## config.mk

```make
export PLATFORM = sky130hd
export DESIGN_NAME = regfile_mp
export DESIGN_NICKNAME = d
export VERILOG_FILES = /design/src/rtl/regfile_mp.sv
export SDC_FILE = /design/constraint.sdc
export NUM_CORES = 1
export LEC_CHECK = 0
export ABC_AREA = 0
export CAP_MARGIN = 20
export CORE_MARGIN = 5
export CORE_UTILIZATION = 45
export DETAILED_ROUTE_END_ITERATION = 8
export GPL_ROUTABILITY_DRIVEN = 0
export MAX_ROUTING_LAYER = met4
export SETUP_SLACK_MARGIN = 0.2
export SLEW_MARGIN = 20
export SYNTH_ARGS = -nofsm -noshare
export SYNTH_HDL_FRONTEND = slang
export SYNTH_SLANG_ARGS = --single-unit
```

## constraint.sdc

```tcl
create_clock -name clk -period 9.5 [get_ports clk]
set_clock_uncertainty 0.2 [all_clocks]
set_input_delay 1.9 -clock clk [delete_from_list [all_inputs] [get_ports clk]]
set_output_delay 1.9 -clock clk [all_outputs]
set_load 0.005 [all_outputs]
```

## src/rtl/regfile_mp.sv

```systemverilog
// regfile_mp: multi-read, dual-write register file with pending-write scoreboard.
// Same-cycle write-to-read bypass is built when RF_BYPASS_EN is defined.
module regfile_mp #(
  parameter int IDX_W  = 4,
  parameter int DATA_W = 32,
  parameter int N_REGS = 1 << IDX_W,
  parameter int N_RD   = 2
) (
  input  logic                    clk,
  input  logic                    rst_n,
  input  logic                    wr0_en,
  input  logic [IDX_W-1:0]        wr0_idx,
  input  logic [DATA_W-1:0]       wr0_data,
  input  logic                    wr1_en,
  input  logic [IDX_W-1:0]        wr1_idx,
  input  logic [DATA_W-1:0]       wr1_data,
  input  logic [N_RD*IDX_W-1:0]   rd_idx,
  input  logic [N_RD-1:0]         rd_nobyp,
  output logic [N_RD*DATA_W-1:0]  rd_data,
  output logic [N_RD-1:0]         rd_pend,
  input  logic                    iss_en,
  input  logic [IDX_W-1:0]        iss_idx,
  output logic                    ready
);

  typedef enum logic {
    CLEAR,
    RUN
  } state_t;

  localparam logic [IDX_W-1:0] LAST = IDX_W'(N_REGS - 1);

  state_t             state_q, state_d;
  logic [IDX_W-1:0]   cnt_q, cnt_d;
  logic [N_REGS-1:0]  pend_q, pend_d;
  logic [DATA_W-1:0]  regs_q [N_REGS];

  logic run;
  logic w0_ok;
  logic w1_ok;
  logic iss_ok;

  // r0 is never stored or pended; indices past the array are inert
  function automatic logic idx_ok(input logic [IDX_W-1:0] i);
    return (i != '0) && (int'(i) < N_REGS);
  endfunction

  assign run    = (state_q == RUN);
  assign ready  = run;
  assign w0_ok  = run && wr0_en && idx_ok(wr0_idx);
  assign w1_ok  = run && wr1_en && idx_ok(wr1_idx);
  assign iss_ok = run && iss_en && idx_ok(iss_idx);

  // Clear sequencer: one register per cycle, then hand over to RUN
  always_comb begin
    state_d = state_q;
    cnt_d   = cnt_q;
    unique case (state_q)
      CLEAR: begin
        cnt_d = cnt_q + 1'b1;
        if (cnt_q == LAST) begin
          state_d = RUN;
        end
      end
      RUN: begin
        state_d = RUN;
      end
      default: begin
        state_d = CLEAR;
      end
    endcase
  end

  // Scoreboard: writes retire a producer, a same-cycle issue re-arms it
  always_comb begin
    pend_d = pend_q;
    if (!run) begin
      pend_d = '0;
    end else begin
      if (w0_ok) pend_d[wr0_idx] = 1'b0;
      if (w1_ok) pend_d[wr1_idx] = 1'b0;
      if (iss_ok) pend_d[iss_idx] = 1'b1;
    end
    pend_d[0] = 1'b0;
  end

  // Control state with asynchronous reset
  always_ff @(posedge clk or negedge rst_n) begin
    if (!rst_n) begin
      state_q <= CLEAR;
      cnt_q   <= '0;
      pend_q  <= '0;
    end else begin
      state_q <= state_d;
      cnt_q   <= cnt_d;
      pend_q  <= pend_d;
    end
  end

  // Storage array; contents are scrubbed by the clear walk, so no reset
  always_ff @(posedge clk) begin
    if (!run) begin
      regs_q[cnt_q] <= '0;
    end else begin
      if (w0_ok) regs_q[wr0_idx] <= wr0_data;
      if (w1_ok) regs_q[wr1_idx] <= wr1_data;
    end
  end

  for (genvar p = 0; p < N_RD; p++) begin : g_rd
    logic [IDX_W-1:0] ri;
    logic             vld;
    logic             hit0;
    logic             hit1;

    assign ri  = rd_idx[p*IDX_W +: IDX_W];
    assign vld = run && idx_ok(ri);

`ifdef RF_BYPASS_EN
    assign hit1 = w1_ok && (wr1_idx == ri) && !rd_nobyp[p];
    assign hit0 = w0_ok && (wr0_idx == ri) && !rd_nobyp[p];
`else
    assign hit1 = 1'b0;
    assign hit0 = 1'b0;
`endif

    assign rd_data[p*DATA_W +: DATA_W] =
      !vld ? '0 :
      hit1 ? wr1_data :
      hit0 ? wr0_data :
             regs_q[ri];

    assign rd_pend[p] = vld && !(hit0 || hit1) && pend_q[ri];
  end

`ifndef RF_BYPASS_EN
  logic unused_nobyp;
  assign unused_nobyp = ^rd_nobyp;
`endif

endmodule

```

==> results.yml <==
die:
  placementRows: 93
  initial_core_util_pct: 45.1
  ioPinCount: 158
  die_area_mm2: 0.0695
  die_h_um: 264
  coreArea_mm2: 0.0641
  die_w_um: 264
power_and_ir_drop:
  finalPower_uw: 5230
  ir_drop_mv: 0.147
  p_leak_uw: 0.0113
  p_per_area_mw_per_mm2: 160
grt:
  grt_pass1_wl_mm: 138
  overflow: 0
  grt_max_degree: 109
  grt_use_total_pct: 27.4
  grt_antenna_before_repair: 5
  grt_pass1_vias: 20749
synthesis:
  synth_area_per_cell_um2: 11.8
  ys_warn_count: 0
  synth_cell_types: 59
  async_reset_ff_share_pct: 4.00
  synth.net_count: 2541
  synth_area_mm2: 0.0289
  synthCells: 2449
  synth-seq-cells: 500
  synthFlopType: "edfxtp_1"
  yosysSeqAreaShare_pct: 51.5
  synth_enable_flop_cells: 480
cells_and_area:
  final_cells: 3352
  nFillCells: 5435
  syn_to_final_growth_pct: 13.1
  drive_above_1_share_pct: 19.9
  final_util_pct: 51.1
  nets: 2545
  final_cell_area_mm2: 0.0327
detailed_routing:
  drtIter0Drc: 2757
  firstDrtPassIters: 8
  vias_per_cell: 6.46
  routed_wl_mm: 95.8
  drt-wirelength-per-cell_um: 28.6
  ant_nets: 0
  remaining_drc_errors: 0
  num_vias: 21652
clock_tree:
  cts_buffers: 55
  insertion_delay_ps: 610
  postCtsSetupRepairBufs: 0
  clk_pin_slew_ps: 60
  clockBufferDepth: 3
  cts_resized: 0
  hold_buffers: 0
  root_buffer: "clkbuf_16"
  cts.sinks: 500
  cts_max_level: 2
  cts_tree: "yes"
setup_path:
  crit_path_max_incr_delay_ps: 1060
  worst-path-buf-inv: 3
  worst_r2r_startpoint: "ready$_DFF_PN0_"
  cp_slowest_cell: "clkdlybuf4s50_1"
  cp.required_ps: 7400
  crit_path_end_kind: "primary output"
  arrival_ps: 5290
  crit_chain: "clkdlybuf4s50_1 -> buf_4 -> and2_1 -> a22oi_1 -> o211ai_1 -> o211ai_1 -> clkdlybuf4s50_1"
  worstSetupStartpoint: "rd_idx[2]"
  path_class: "in -> out"
  crit_path_max_fanout: 17
  crit_path_start_kind: "primary input"
  critPathTopFamily: "buffers and inverters"
timing:
  min_period_ps: 7390
  period_share_pct: 77.8
  tns_ps: 0
  fmax_ghz: 0.135
  finalSetupViolCount: 0
  rsz0062_at_grt: "no"
  finalMaxSlewViolations: 0
  slew-limit-headroom_pct: 30.0
  hold_viol: 0
  worst_pin_slew_ps: 1050
flow_run:
  maxCapViolCount: 0
place:
  dp.cells: 3251
  dp_hpwl_mm: 51.0
  numPortBuffers: 155
  dpl_cell_area_mm2: 0.0310
worst_hold_path:
  min_from: "cnt_q[3]$_DFFE_PN0N_"
  hold_path_class: "reg -> reg"
outcome:
  status: "finished clean"
[layer usage]
metal / vias up / global-route usage (%) / routed length (um)
li1: 9300 / - / -
met2: 1367 / 43.4 / 45800
met1: 10790 / 37.6 / 37300
met5: - / - / 0
met3: 195 / 4.15 / 10200
met4: 0 / 6.80 / 2520
[state kept, by name, indices dropped and copies added (netlist names)]
name	flops
ready	1
cnt_q	4
pend_q	15
regs_q	480
[metrics by stage]
| step | setup slack, ps | hold slack (ps) |
|---|---|---|
| after floorplan | 3760 | 317 |
| after global placement | 2190 | 347 |
| after detailed placement | 2210 | 356 |
| after CTS | 2210 | 364 |
| after global routing | 2010 | 400 |
| final | 2110 | 367 |
[worst paths after layout]
check	end	slack [ps]	cells after the start
max	rd_data[28]	2110	7
min	cnt_q[3]$_DFFE_PN0N_	370	1
max reg2reg	regs_q[12][18]$_DFFE_PP_	5890	6
min reg2reg	cnt_q[3]$_DFFE_PN0N_	370	1
max in group asynchronous	cnt_q[0]$_DFFE_PN0N_	6940	1
min in group asynchronous	pend_q[13]$_DFF_PN0_	1600	1
[worst reg2reg max path, stage by stage, from the launching register on]
cell and delay (ps):
dfrtp_1 320, buf_4 390, nand2_1 180, a21oi_4 550, mux2i_1 400, o21ai_4 570, buf_4 620
[power breakdown]
part / leakage (uW) / total, uW / internal, uW / switching (uW)
logic: 0.00522 / 645 / 260 / 386
registers: 0.00522 / 2480 / 2460 / 17.5
clock network: 0.000852 / 2110 / 1210 / 901
total: 0.0113 / 5230 / 3930 / 1300
[cells in the mapped netlist (10+ instances only)]
cell / number / area [um2]
nand3_1: 10 / 50.1
clkbuf_1: 129 / 484
mux4_2: 183 / 4120
nand2b_1: 10 / 62.6
nor2_1: 22 / 82.6
buf_6: 15 / 169
a22o_1: 31 / 272
inv_1: 40 / 150
o22ai_1: 12 / 75.1
a221o_1: 19 / 190
edfxtp_1: 480 / 14400
mux2i_1: 34 / 340
o211ai_1: 30 / 225
nand2_1: 528 / 1980
a22oi_1: 111 / 833
buf_2: 103 / 515
dfrtp_1: 20 / 500
o21ai_1: 20 / 100
o21ai_0: 434 / 2170
mux2_2: 131 / 1480
[layout by cell type (no fill, tap or decap), types with 31 or more instances in the layout]
cell	count
nand2_1	528
mux2_2	131
o21ai_0	427
buf_4	54
clkdlybuf4s50_1	151
a22oi_1	111
edfxtp_1	480
a22o_1	31
inv_1	40
clkbuf_16	56
mux4_2	183
mux2i_1	34
[cell type report]
class                      instances  area [um2]  area share [%]
sequential                       500       14900            45.6
multi-input combinational       1646       12900            39.3
timing repair buffer             210        1990            6.07
clock buffer                      65        1440            4.38
tap                              855        1070            3.27
clock inverter                    32         294           0.898
inverter                          40         150           0.459
antenna                            4        10.0          0.0306
[logic make-up (layout without fill, tap and decap cells)]
group	Yosys count	after routing	share of synthesized area (%)
fa+ha+maj	1	1	0.0432
buf+inv	303	347	5.03
simple gates	612	612	8.76
other cells	0	4	0
flops	500	500	51.5
compound gates	682	682	14.0
mux	348	348	20.5
xor+xnor	3	3	0.0908
Note: power is estimated with default switching activity, not from simulation.
